**config.mk**
```make
export PLATFORM = sky130hd
export DESIGN_NAME = enc_8b10b
export DESIGN_NICKNAME = d
export VERILOG_FILES = /design/src/rtl/enc_8b10b.sv
export SDC_FILE = /design/constraint.sdc
export NUM_CORES = 1
export LEC_CHECK = 0
export CAP_MARGIN = 20
export CORE_MARGIN = 1
export CORE_UTILIZATION = 30
export CTS_CLUSTER_DIAMETER = 60
export DETAILED_ROUTE_END_ITERATION = 7
export GPL_TIMING_DRIVEN = 0
export PLACE_DENSITY = 0.57
export SYNTH_ARGS = -nofsm -noshare
export SYNTH_HDL_FRONTEND = slang
export SYNTH_SLANG_ARGS = --single-unit
```
**constraint.sdc**
```tcl
create_clock -name clk -period 9.1 [get_ports clk]
set_clock_uncertainty 0.15 [all_clocks]
set_input_delay 0.91 -clock clk [delete_from_list [all_inputs] [get_ports clk]]
set_output_delay 0.91 -clock clk [all_outputs]
set_load 0.01 [all_outputs]
```
**src/rtl/enc_8b10b.sv**
```systemverilog
// 8b/10b encoder with a one-deep registered output stage and valid/ready handshake.
// Running disparity advances only when a word is accepted; illegal K requests emit K28.5 flagged by code_err.
module enc_8b10b #(
  parameter logic INIT_RD = 1'b0
) (
  input  logic       clk,
  input  logic       reset,
  input  logic       in_valid,
  output logic       in_ready,
  input  logic [7:0] data,
  input  logic       control,
  output logic [9:0] data_10b,
  output logic       out_valid,
  input  logic       out_ready,
  output logic       code_err,
  output logic       rd
);

  logic       accept;
  logic       k_legal;
  logic       err_nxt;
  logic [4:0] x5;
  logic [2:0] y3;
  logic [5:0] m6;
  logic [5:0] p6;
  logic [5:0] sb6;
  logic       rd_mid;
  logic       use_alt;
  logic [3:0] m4;
  logic [3:0] p4;
  logic [3:0] sb4;
  logic       rd_new;

  assign in_ready = !out_valid || out_ready;
  assign accept   = in_valid && in_ready;

  // Illegal K requests are substituted with K28.5 before table lookup.
  always_comb begin
    k_legal = (data[4:0] == 5'd28) || (data == 8'hF7) || (data == 8'hFB) ||
              (data == 8'hFD) || (data == 8'hFE);
    err_nxt = control && !k_legal;
    x5      = err_nxt ? 5'd28 : data[4:0];
    y3      = err_nxt ? 3'd5  : data[7:5];
  end

  // 5b/6b: RD- column in m6, RD+ column in p6 (abcdei).
  always_comb begin
    m6 = 6'b000000;
    p6 = 6'b000000;
    if (control && (x5 == 5'd28)) begin
      m6 = 6'b001111;
      p6 = 6'b110000;
    end else begin
      case (x5)
        5'd0:  begin m6 = 6'b100111; p6 = 6'b011000; end
        5'd1:  begin m6 = 6'b011101; p6 = 6'b100010; end
        5'd2:  begin m6 = 6'b101101; p6 = 6'b010010; end
        5'd3:  begin m6 = 6'b110001; p6 = 6'b110001; end
        5'd4:  begin m6 = 6'b110101; p6 = 6'b001010; end
        5'd5:  begin m6 = 6'b101001; p6 = 6'b101001; end
        5'd6:  begin m6 = 6'b011001; p6 = 6'b011001; end
        5'd7:  begin m6 = 6'b111000; p6 = 6'b000111; end
        5'd8:  begin m6 = 6'b111001; p6 = 6'b000110; end
        5'd9:  begin m6 = 6'b100101; p6 = 6'b100101; end
        5'd10: begin m6 = 6'b010101; p6 = 6'b010101; end
        5'd11: begin m6 = 6'b110100; p6 = 6'b110100; end
        5'd12: begin m6 = 6'b001101; p6 = 6'b001101; end
        5'd13: begin m6 = 6'b101100; p6 = 6'b101100; end
        5'd14: begin m6 = 6'b011100; p6 = 6'b011100; end
        5'd15: begin m6 = 6'b010111; p6 = 6'b101000; end
        5'd16: begin m6 = 6'b011011; p6 = 6'b100100; end
        5'd17: begin m6 = 6'b100011; p6 = 6'b100011; end
        5'd18: begin m6 = 6'b010011; p6 = 6'b010011; end
        5'd19: begin m6 = 6'b110010; p6 = 6'b110010; end
        5'd20: begin m6 = 6'b001011; p6 = 6'b001011; end
        5'd21: begin m6 = 6'b101010; p6 = 6'b101010; end
        5'd22: begin m6 = 6'b011010; p6 = 6'b011010; end
        5'd23: begin m6 = 6'b111010; p6 = 6'b000101; end
        5'd24: begin m6 = 6'b110011; p6 = 6'b001100; end
        5'd25: begin m6 = 6'b100110; p6 = 6'b100110; end
        5'd26: begin m6 = 6'b010110; p6 = 6'b010110; end
        5'd27: begin m6 = 6'b110110; p6 = 6'b001001; end
        5'd28: begin m6 = 6'b001110; p6 = 6'b001110; end
        5'd29: begin m6 = 6'b101110; p6 = 6'b010001; end
        5'd30: begin m6 = 6'b011110; p6 = 6'b100001; end
        default: begin m6 = 6'b101011; p6 = 6'b010100; end
      endcase
    end
    sb6    = rd ? p6 : m6;
    rd_mid = rd ^ ($countones(sb6) != 3);
  end

  // 3b/4b: column chosen by the disparity left after the 6b sub-block.
  always_comb begin
    m4      = 4'b0000;
    p4      = 4'b0000;
    use_alt = !control && (y3 == 3'd7) &&
              (rd_mid ? ((x5 == 5'd11) || (x5 == 5'd13) || (x5 == 5'd14))
                      : ((x5 == 5'd17) || (x5 == 5'd18) || (x5 == 5'd20)));
    if (control) begin
      case (y3)
        3'd0:    begin m4 = 4'b1011; p4 = 4'b0100; end
        3'd1:    begin m4 = 4'b0110; p4 = 4'b1001; end
        3'd2:    begin m4 = 4'b1010; p4 = 4'b0101; end
        3'd3:    begin m4 = 4'b1100; p4 = 4'b0011; end
        3'd4:    begin m4 = 4'b1101; p4 = 4'b0010; end
        3'd5:    begin m4 = 4'b0101; p4 = 4'b1010; end
        3'd6:    begin m4 = 4'b1001; p4 = 4'b0110; end
        default: begin m4 = 4'b0111; p4 = 4'b1000; end
      endcase
    end else begin
      case (y3)
        3'd0:    begin m4 = 4'b1011; p4 = 4'b0100; end
        3'd1:    begin m4 = 4'b1001; p4 = 4'b1001; end
        3'd2:    begin m4 = 4'b0101; p4 = 4'b0101; end
        3'd3:    begin m4 = 4'b1100; p4 = 4'b0011; end
        3'd4:    begin m4 = 4'b1101; p4 = 4'b0010; end
        3'd5:    begin m4 = 4'b1010; p4 = 4'b1010; end
        3'd6:    begin m4 = 4'b0110; p4 = 4'b0110; end
        default: begin
          m4 = use_alt ? 4'b0111 : 4'b1110;
          p4 = use_alt ? 4'b1000 : 4'b0001;
        end
      endcase
    end
    sb4    = rd_mid ? p4 : m4;
    rd_new = rd_mid ^ ($countones(sb4) != 2);
  end

  always_ff @(posedge clk or negedge reset) begin
    if (!reset) begin
      out_valid <= 1'b0;
      data_10b  <= 10'b0;
      code_err  <= 1'b0;
      rd        <= INIT_RD;
    end else if (accept) begin
      out_valid <= 1'b1;
      data_10b  <= {sb6, sb4};
      code_err  <= err_nxt;
      rd        <= rd_new;
    end else if (out_ready) begin
      out_valid <= 1'b0;
    end
  end

endmodule

```
* After elaboration in Yosys (flattened, before gate mapping)
Memories as Yosys holds them, arrays and structs flattened. Cells that the tools add are included.
Storage, ports and cells: output and inout port bits 14, memory bits (writable) 0, ROM bits 384, input bits 13, register bits after elaboration 13, logic and storage cells 72, latch bits 0, memories 1
Cells by class: add/sub/neg operators 8, div/mod/pow operators 0, reductions and logical operators 19, multiply operators 0, equal/unequal tests 21, muxes and demuxes 17, order comparisons 0, shifts and indexed selects 0, bitwise logic cells 2
Memory list:
- (name not given) | words 32, width 12, read ports 1, clocked after Yosys merged registers in 0, write ports 0, line 54 | case (x5)
Operator list (number):
- one-hot mux 4 bit (7 select lines) | 4
- == test 8 bit (second input constant) | 4
- == test 5 bit (second input constant) | 5
- 2-to-1 mux 4 bit | 5
- 2-to-1 mux 6 bit | 3
- == test 5 x 4 -> 1 bit (second input constant) | 3
- == test 3 bit (second input constant) | 4
- adder 1 x 1 -> 2 bit | 5
- logical OR 1 bit | 9
- adder 2 x 2 -> 3 bit | 2
- == test 3 x 2 -> 1 bit (second input constant) | 2
- logical AND 1 bit | 5
- 2-to-1 mux 5 bit | 1
- adder 3 x 2 -> 4 bit | 1
- != test 4 x 2 -> 1 bit (second input constant) | 1
- == test 3 x 1 -> 1 bit (second input constant) | 1
- logical NOT 1 bit | 3
- logical NOT 3 bit | 1
- 2-to-1 mux 1 bit | 3
- 2-to-1 mux 3 bit | 1
- != test 3 x 2 -> 1 bit (second input constant) | 1
- nonzero test 2 bit | 1
- XOR 1 bit | 2

* Logic depth before layout (Yosys ltp)
Gate-level depths: netlist of the first run.
depth after elaboration 27, gate-level depth with buffers 36

* Worst setup path before layout of the first run
No wires, ideal clock.
kind input to register, from input port data[0], to register rd, library setup time 130 ps, path slack 1375 ps, stages on the path 34, arrival 7445 ps, path buffers 5, required time 8820 ps, path through buf_2 -> nand2_1 -> o21ai_4 -> a31o_2 -> buf_4 -> buf_2 -> nand2_1 -> inv_1 -> ha_1 -> clkbuf_1 -> nor2b_1 -> a21o_1 -> a221o_1 -> o211ai_2 -> a2111oi_2 -> fa_1 -> fa_1 -> inv_1 -> ha_1 -> inv_1 -> fa_1 -> nand3b_1 -> xnor2_1 -> buf_2 -> or3_1 -> a221oi_1 -> a311oi_1 -> nand2_1 -> fa_1 -> ha_1 -> ha_1 -> nand2_1 -> xnor2_1 -> o21ai_0
Between the ends: elaborated cells between the ends (all ways) 61
RTL lines:
- from (decl) | line 10 | input logic [7:0] data,
- parallel branches: the longest is 17 deep, another holds memory (32 x 12 bit)
- 2-to-1 mux 4 bit * | line 126 | sb4 = rd_mid ? p4 : m4;
- named net sb4[1] | line 31 | logic [3:0] sb4;
- adder 1 x 1 -> 2 bit (implied by the code) * | line 127 | rd_new = rd_mid ^ ($countones(sb4) != 2);
- adder 2 x 2 -> 3 bit (implied by the code) * | line 127
- != test 3 x 2 -> 1 bit * | line 127
- XOR 1 bit * | line 127
- to (signal assigned) | line 140 | rd <= rd_new;
- to (decl) | line 16 | output logic rd
Mark *: on every way through the listed nets, which the timed path passes. A chain may end at the register's enable or synchronous reset.

* Worst setup path after layout of the first run
from input port data[1], to register rd
Same word-level chain as after synthesis.

==> results of run 1 <==
## path summary, 6_finish.rpt
check	end	slack, ns
max in group asynchronous	data_10b[9]$_DFFE_PN0P_	7.51
worst min-delay path	code_err$_DFFE_PN0P_	0.34
worst max register to register	rd$_DFFE_PN0P_	2.60
min in group asynchronous	data_10b[0]$_DFFE_PN0P_	0.90
worst max-delay path	rd$_DFFE_PN0P_	0.44
worst min register to register	code_err$_DFFE_PN0P_	0.34
## layout make-up
type / instances / area, µm²
multi-input cells: 206 / 1510
repair buffers: 23 / 230
clock buffers: 4 / 45.0
well taps: 77 / 96.3
inverters: 14 / 52.6
fillers: 682 / 3960
flip-flops and latches: 13 / 325
plain buffers: 21 / 100
## flip-flops by register name, indices dropped and copies added, names as in the netlist
register	cells
out_valid	1
rd	1
data_10b	10
code_err	1
## cell families (layout without fill, tap and decap cells)
| logic type | count (synthesis) | in the layout | share of synthesized area |
|---|---|---|---|
| buf+inv | 37 | 62 | 0.0819 |
| simple gates | 85 | 85 | 0.232 |
| compound gates | 96 | 96 | 0.359 |
| flops | 13 | 13 | 0.166 |
| mux | 9 | 9 | 0.0487 |
| fa+ha+maj | 13 | 13 | 0.0986 |
| xor+xnor | 3 | 3 | 0.0134 |
## worst max-delay path, delay by kind of cell
kind            cells  cell delay [ns]
compound gates      8             1.52
xor+xnor            2             0.38
fa+ha+maj           8             2.76
buf+inv             6             1.30
simple gates        9             1.73
## layer usage
layer,vias up,GRT usage
met1,978,0.239
met4,0,0.0569
met2,85,0.283
met3,12,0.0308
li1,1015,-
met5,-,0
## cell usage after synthesis, types with 4 or more instances
library cell	n	area (µm²)
buf_2	8	40.0
o31ai_1	4	30.0
nand2_1	25	93.8
ha_1	9	113
inv_1	13	48.8
mux2_2	4	45.0
mux2i_1	5	50.1
nand4_1	4	25.0
a21oi_1	23	115
nand3_1	4	20.0
clkbuf_1	12	45.0
nor4_1	4	25.0
fa_1	4	80.1
o21ai_0	15	75.1
nor2_1	20	75.1
a211oi_1	5	37.5
nor3_1	5	25.0
a31oi_1	10	62.6
o22ai_1	4	25.0
dfrtp_1	13	325
## where the power goes
group	switching (W)	internal (W)
registers	0.0000165	0.0000809
clock network	0.0000204	0.0000309
logic	0.000333	0.000290
total	0.000370	0.000402
## stage by stage
step                TNS (ns)  instance area, µm²  cells
finish                     0                2360    358
global route               0                2360    358
CTS                        0                2330    360
detailed placement    -0.151                2280    356
global placement     -0.0849                2280    356
floorplan                  0                1950    256
==> impl_metrics.env, run 1 <==
export IMPL_ctsHoldBuffers=0
export IMPL_ys_seq_area_frac=0.166
export IMPL_fin_ws_ns=0.437
export IMPL_wl_met2_um=2690
export IMPL_finalHoldViolCount=0
export IMPL_htree_levels=1
export IMPL_fin_crit_sh=0.952
export IMPL_layout_commonest_cell="nand2_1"
export IMPL_tightestPinTransition_ns=0.627
export IMPL_die_area_mm2=0.00684
export IMPL_grt_pass1_vias=1959
export IMPL_yosys_warnings=0
export IMPL_track_usage=0.177
export IMPL_core_mm2=0.00631
export IMPL_synth_async_reset_ratio=1.00
export IMPL_cts_setup_buffers=0
export IMPL_holdPathStages=2
export IMPL_numCtsBuffers=3
export IMPL_die_height_um=82.7
export IMPL_synthesis_area_mm2=0.00195
export IMPL_layout_common_cells="25 x nand2_1, 23 x clkdlybuf4s50_1, 22 x a21oi_1, 20 x nor2_1, 15 x o21ai_0"
export IMPL_cts_sinks=13
export IMPL_reg2reg_from="rd$_DFFE_PN0P_"
export IMPL_syn_inst=256
export IMPL_tritoncts="built"
export IMPL_drv_slew=0
export IMPL_hpwlAfterDp_um=4500
export IMPL_dieWidth_um=82.7
export IMPL_utilization=0.373
export IMPL_endpoint_kind="flip-flop"
export IMPL_outcome="complete, no violations"
export IMPL_num_rows=29
export IMPL_grt_pass1_wl_um=9380
export IMPL_drt_vias_per_instance=5.84
export IMPL_wl_um=5910
export IMPL_synth_edf_count=0
export IMPL_leakagePower_nw=0.890
export IMPL_arrival_ns=8.63
export IMPL_root_buffer="clkbuf_8"
export IMPL_drive_above_1_share=0.132
export IMPL_drc=0
export IMPL_dp_slack_ns=-0.151
export IMPL_post_cts_resized=0
export IMPL_clkTransAtPathRegs_ns=0.05
export IMPL_synth_nets=282
export IMPL_min_period_ns=8.66
export IMPL_routedWlPerCell_um=16.5
export IMPL_rsz0062_at_grt="no"
export IMPL_wl_met3_um=400
export IMPL_fin_hold_ws_ns=0.335
export IMPL_crit_start="data[1]"
export IMPL_hp_class="reg2reg"
export IMPL_drt_initial_drc_count=146
export IMPL_firstDrtPassIters=4
export IMPL_grt_max_degree=14
export IMPL_syn2layout_area_growth_pct=20.6
export IMPL_ys_seq_elements=13
export IMPL_grt_overflow=0
export IMPL_cts_buffer_depth=2
export IMPL_critical_path_class="in2reg"
export IMPL_drv_cap=0
export IMPL_design_power_total_w=0.000771
export IMPL_fin_nets=308
export IMPL_finalWeightedCongestion=0.972
export IMPL_min_from="code_err$_DFFE_PN0P_"
export IMPL_slowest_delay_ns=0.62
export IMPL_crit_slowest_cell="clkdlybuf4s50_1"
export IMPL_wl_met1_um=2680
export IMPL_drt_antenna_violating_nets=0
export IMPL_maxUsedRoutingLayer="met4"
export IMPL_power_density_mw_per_mm2=327
export IMPL_start_util=0.310
export IMPL_io_pin_count=27
export IMPL_ir_worst_vdd_v=0.000298
export IMPL_num_vias=2090
export IMPL_numPortBuffers=23
export IMPL_crit_path_max_fanout=10
export IMPL_worstRegToRegCells=24
export IMPL_clkLatencyLatePin_ns=0.24
export IMPL_diodes=0
export IMPL_ys_dominant_reg_cell="dfrtp_1"
export IMPL_max_clock_freq_mhz=115
export IMPL_setup_viol=0
export IMPL_antenna_found_initial=0
export IMPL_avgSynthCellArea_um2=7.63
export IMPL_crit_path_start_kind="input pin"
export IMPL_worst_slew_margin_rel=0.581
export IMPL_cp_required_ns=9.07
export IMPL_synth_distinct_cells=63
No activity file was read; power rests on OpenSTA's default activity.
==> run 2: changes to the inputs <==
CAP_MARGIN = 0   (was 20)
clock period = 10.6 ns   (was 9.1 ns; I/O delays follow)
==> run 2 against run 1 <==
First-iteration DRC count increased by 12%; hold slack is essentially flat; utilization down 0.50 points; die area did not move; sequential power decreased by 16%; cell area decreased by 1.3%; wire length decreased by 0.85%; critical path type unchanged; largest cell class unchanged; highest routed layer unchanged.
==> impl_metrics.env, run 2 (synthesized netlist as in run 1, its figures left out) <==
export IMPL_outcome="complete, no violations"
export IMPL_crit_slowest_cell="clkdlybuf4s50_1"
export IMPL_tns_ns=0
export IMPL_numCtsBuffers=3
export IMPL_slowest_delay_ns=0.64
export IMPL_ctsHoldBuffers=0
export IMPL_diodes=0
export IMPL_tightestPinTransition_ns=0.598
export IMPL_fin_cells=360
export IMPL_antenna_found_initial=0
export IMPL_die_area_mm2=0.00684
export IMPL_cp_required_ns=10.57
export IMPL_num_vias=2102
export IMPL_routedWlPerCell_um=16.3
export IMPL_rrSetupSlack_ns=4.23
export IMPL_post_cts_resized=0
export IMPL_die_height_um=82.7
export IMPL_fin_nets=310
export IMPL_worstRegToRegCells=22
export IMPL_finalWeightedCongestion=0.972
export IMPL_crit_path_max_fanout=10
export IMPL_drt_antenna_violating_nets=0
export IMPL_ir_worst_vdd_v=0.000256
export IMPL_worst_slew_margin_rel=0.599
export IMPL_firstDrtPassIters=4
export IMPL_leakagePower_nw=0.884
export IMPL_grt_overflow=0
export IMPL_hpwlAfterDp_um=4500
export IMPL_holdPathStages=2
export IMPL_rsz0062_at_grt="no"
export IMPL_grt_max_degree=14
export IMPL_min_to="code_err$_DFFE_PN0P_"
export IMPL_drt_initial_drc_count=164
export IMPL_endpoint_kind="flip-flop"
export IMPL_grt_pass1_wl_um=9380
export IMPL_htree_levels=1
export IMPL_nFillCells=682
export IMPL_wl_um=5860
export IMPL_num_rows=29
export IMPL_hp_class="reg2reg"
export IMPL_min_from="code_err$_DFFE_PN0P_"
export IMPL_numPlacedInstances=356
export IMPL_core_mm2=0.00631
export IMPL_track_usage=0.177
export IMPL_layout_commonest_cell="nand2_1"
export IMPL_drv_slew=0
export IMPL_arrival_ns=9.11
export IMPL_drt_vias_per_instance=5.84
export IMPL_drv_cap=0
export IMPL_clkLatencyLatePin_ns=0.24
export IMPL_min_period_ns=9.14
export IMPL_cts_setup_buffers=0
export IMPL_largest_reg_flops=10
export IMPL_finalHoldViolCount=0
export IMPL_io_pin_count=27
export IMPL_critical_path_class="in2reg"
export IMPL_root_buffer="clkbuf_8"
export IMPL_crit_path_start_kind="input pin"
export IMPL_start_util=0.310
export IMPL_drc=0
export IMPL_fin_crit_sh=0.862
export IMPL_rr_endpoint="rd$_DFFE_PN0P_"
export IMPL_reg2reg_from="rd$_DFFE_PN0P_"
export IMPL_max_clock_freq_mhz=109
export IMPL_syn2layout_area_growth_pct=19.0
export IMPL_drive_above_1_share=0.120
export IMPL_max_flop_register="data_10b"
export IMPL_numPortBuffers=23
export IMPL_tritoncts="built"
export IMPL_grt_pass1_vias=1959
export IMPL_layout_common_cells="25 x nand2_1, 23 x a21oi_1, 23 x clkdlybuf4s50_1, 20 x nor2_1, 15 x o21ai_0"
export IMPL_cts_buffer_depth=2
export IMPL_clkTransAtPathRegs_ns=0.05
export IMPL_power_density_mw_per_mm2=273
export IMPL_dieWidth_um=82.7
export IMPL_cts_sinks=13
export IMPL_setup_viol=0
## run 2: worst max-delay path by stage
stage / end / slack, ns / cells past startpoint / start
finish: rd$_DFFE_PN0P_ / 1.46 / 34 / data[5]
global route: rd$_DFFE_PN0P_ / 0.81 / 33 / data[1]
CTS: rd$_DFFE_PN0P_ / 1.45 / 33 / data[1]
detailed placement: rd$_DFFE_PN0P_ / 1.20 / 33 / data[1]
global placement: rd$_DFFE_PN0P_ / 1.27 / 33 / data[5]
floorplan: rd$_DFFE_PN0P_ / 2.72 / 34 / data[0]
## run 2: per-stage QoR
stage | setup WS, ns | area (µm²) | utilization | hold WS [ns] | power (W)
2_1_floorplan | 2.72 | 1950 | - | 0.365 | 0.000459
3_3_place_gp | 1.27 | 2280 | 0.361 | 0.319 | 0.000586
3_5_place_dp | 1.20 | 2280 | 0.361 | 0.325 | 0.000595
4_1_cts | 1.45 | 2330 | 0.368 | 0.337 | 0.000640
5_1_grt | 0.805 | 2330 | 0.368 | 0.363 | 0.000710
6_report | 1.46 | 2330 | 0.368 | 0.335 | 0.000635
## run 2: metal layers
layer / GRT usage / share of wire / up-vias
met5: 0 / 0 / -
met4: 0.0569 / 0.025 / 0
met3: 0.0308 / 0.060 / 14
met2: 0.283 / 0.45 / 75
met1: 0.239 / 0.46 / 994
li1: - / - / 1019
## run 2: report_power, final
group	total (W)	internal (W)	switching (W)
combinational	0.000509	0.000231	0.000278
clock	0.0000444	0.0000266	0.0000178
sequential	0.0000817	0.0000696	0.0000121
## run 2: cell type report
| cell class | count | area, µm² | area share |
|---|---|---|---|
| Sequential cell | 13 | 325 | 0.140 |
| Buffer | 23 | 108 | 0.0463 |
| Clock buffer | 4 | 45.0 | 0.0194 |
| Multi-Input combinational cell | 206 | 1470 | 0.632 |
| Inverter | 14 | 52.6 | 0.0226 |
| Timing Repair Buffer | 23 | 230 | 0.0990 |
| Tap cell | 77 | 96.3 | 0.0414 |
## run 2: worst max-delay path: cells and delay by family
family | cells | cell delay [ns]
adders and majority gates | 8 | 2.61
buffers and inverters | 7 | 1.62
AOI/OAI and AO/OA | 8 | 1.57
and+or+nand+nor | 8 | 1.43
xor gates and xnor gates | 2 | 0.70
muxes | 1 | 0.13
==> run 3: changes to the inputs <==
CAP_MARGIN = 40   (was 0)
CELL_PAD_IN_SITES_DETAIL_PLACEMENT = 2   (was unset)
CELL_PAD_IN_SITES_GLOBAL_PLACEMENT = 2   (was unset)
PLACE_DENSITY = 0.84   (was 0.57)
clock period = 11.2 ns   (was 10.6 ns; I/O delays follow)
==> run 3 against run 2 <==
First-iteration DRC count decreased by 46%; via count increased by 2.9%; sequential share of layout area unchanged; die area unchanged; register-to-register slack improved by 0.52 ns; hold slack improved by 0.0027 ns; combinational power about the same; total power decreased by 0.70%; cell area unchanged; sequential power decreased by 5.9%; wire length increased by 26%; cell count unchanged; critical path type unchanged.
==> impl_metrics.env, run 3 (synthesized netlist as in run 1, its figures left out) <==
export IMPL_grt_use_met1=0.300
export IMPL_largest_reg_flops=10
export IMPL_num_vias=2163
export IMPL_clkLatencyLatePin_ns=0.24
export IMPL_io_pin_count=27
export IMPL_grt_overflow=0
export IMPL_diodes=0
export IMPL_worst_slew_margin_rel=0.561
export IMPL_drt_initial_drc_count=88
export IMPL_fin_crit_sh=0.847
export IMPL_hpwlAfterDp_um=5760
export IMPL_fin_nets=310
export IMPL_cp_required_ns=11.17
export IMPL_max_clock_freq_mhz=105
export IMPL_wl_um=7400
export IMPL_hp_class="reg2reg"
export IMPL_finalWeightedCongestion=0.914
export IMPL_drv_slew=0
export IMPL_layout_commonest_cell="nand2_1"
export IMPL_critPathBufInv=7
export IMPL_drive_above_1_share=0.120
export IMPL_cts_sinks=13
export IMPL_arrival_ns=9.46
export IMPL_routedWlPerCell_um=20.6
export IMPL_ctsHoldBuffers=0
export IMPL_crit_path_start_kind="input pin"
export IMPL_numPortBuffers=23
export IMPL_fin_hold_ws_ns=0.338
export IMPL_rsz0062_at_grt="no"
export IMPL_track_usage=0.227
export IMPL_numCtsBuffers=3
export IMPL_crit_slowest_cell="clkdlybuf4s50_1"
export IMPL_crit_path_max_fanout=10
export IMPL_grt_busiest_layer="met2"
export IMPL_utilization=0.368
export IMPL_numPlacedInstances=356
export IMPL_tightestPinTransition_ns=0.641
export IMPL_setup_viol=0
export IMPL_finalHoldViolCount=0
export IMPL_grt_max_degree=14
export IMPL_antenna_found_initial=0
export IMPL_core_mm2=0.00631
export IMPL_switching_share=0.502
export IMPL_num_rows=29
export IMPL_grt_pass1_wl_um=11800
export IMPL_drc=0
export IMPL_critical_path_class="in2reg"
export IMPL_power_density_mw_per_mm2=271
export IMPL_endpoint_kind="flip-flop"
export IMPL_cts_buffer_depth=2
export IMPL_fin_cells=360
export IMPL_syn2layout_area_growth_pct=19.0
export IMPL_p_sw_w=0.000316
export IMPL_htree_levels=1
export IMPL_final_area_mm2=0.00233
export IMPL_max_flop_register="data_10b"
export IMPL_post_cts_resized=0
export IMPL_internal_power_w=0.000314
export IMPL_clkTransAtPathRegs_ns=0.06
export IMPL_path_delay_family="adder cells"
export IMPL_leakagePower_nw=0.884
export IMPL_root_buffer="clkbuf_8"
export IMPL_p_clk_frac=0.067
export IMPL_p_comb_frac=0.811
export IMPL_grt_met2_usage=0.398
export IMPL_grt_pass1_vias=2286
export IMPL_drv_cap=0
export IMPL_groute_layer_met3_usage=0.0209
export IMPL_die_height_um=82.7
export IMPL_slowest_delay_ns=0.66
export IMPL_die_area_mm2=0.00684
export IMPL_outcome="complete, no violations"
export IMPL_sequentialPowerShare=0.122
export IMPL_tritoncts="built"
export IMPL_ir_worst_vdd_v=0.000165
export IMPL_drt_vias_per_instance=6.01
export IMPL_dieWidth_um=82.7
export IMPL_cts_setup_buffers=0
export IMPL_firstDrtPassIters=4
export IMPL_layout_common_cells="25 x nand2_1, 23 x a21oi_1, 23 x clkdlybuf4s50_1, 20 x nor2_1, 15 x o21ai_0"
export IMPL_start_util=0.310
export IMPL_drt_antenna_violating_nets=0
export IMPL_place_area_mm2=0.00228
export IMPL_min_period_ns=9.49
export IMPL_tns_ns=0
run 3: cell counts in the layout (fill, tap and decap cells not counted):
Identical to the previous run, type by type.
run 3: final timing paths:
check / from / end / slack (ns) / cells after the start
setup / recovery: data[1] / rd$_DFFE_PN0P_ / 1.71 / 33
hold / removal: data_10b[8]$_DFFE_PN0P_ / data_10b[8]$_DFFE_PN0P_ / 0.34 / 2
setup reg to reg: rd$_DFFE_PN0P_ / rd$_DFFE_PN0P_ / 4.75 / 22
hold reg to reg: data_10b[8]$_DFFE_PN0P_ / data_10b[8]$_DFFE_PN0P_ / 0.34 / 2
max in group asynchronous: reset / data_10b[6]$_DFFE_PN0P_ / 9.37 / 1
min in group asynchronous: reset / data_10b[2]$_DFFE_PN0P_ / 1.12 / 1
run 3: per-layer routing:
layer | wire, µm | share of wire
met5 | 0 | 0
met2 | 3760 | 0.51
met4 | 70 | 0.0095
met3 | 195 | 0.026
met1 | 3370 | 0.46
run 3: area by class of cell:
| cell class | instances | area (µm²) |
|---|---|---|
| buffer | 23 | 108 |
| clock buffer | 4 | 45.0 |
| fill | 748 | 3990 |
| inverter | 14 | 52.6 |
| multi-input combinational | 206 | 1470 |
| sequential | 13 | 325 |
| tap | 77 | 96.3 |
| timing repair buffer | 23 | 230 |
run 3: metrics by stage:
stage                     worst slack [ns]  power [W]
after floorplan                       3.26   0.000434
after global placement                1.69   0.000554
after detailed placement              1.47   0.000593
after CTS                             1.71   0.000637
after global routing                  1.13   0.000701
final                                 1.71   0.000631
run 3: power groups by stage:
stage | Combinational, W | Sequential (W) | Clock [W]
final | 0.000512 | 0.0000769 | 0.0000421
after global routing | 0.000575 | 0.0000803 | 0.0000454
after CTS | 0.000516 | 0.0000773 | 0.0000437
after detailed placement | 0.000515 | 0.0000781 | 0
after global placement | 0.000477 | 0.0000770 | 0
after floorplan | 0.000349 | 0.0000848 | 0
run 3: worst reg2reg max path, cell delays in order (launching register included):
cell,delay [ns]
dfrtp_1,0.46
clkbuf_1,0.45
nand3_1,0.19
a211oi_1,0.38
a2111oi_2,0.11
fa_1,0.53
fa_1,0.54
inv_1,0.05
ha_1,0.17
inv_1,0.07
fa_1,0.39
nand3b_1,0.26
xnor2_1,0.52
nand4_1,0.30
nor4_1,0.31
o32ai_2,0.17
fa_1,0.50
ha_1,0.20
ha_1,0.18
nor2_1,0.10
nand2_1,0.08
xnor2_1,0.14
o21ai_0,0.09
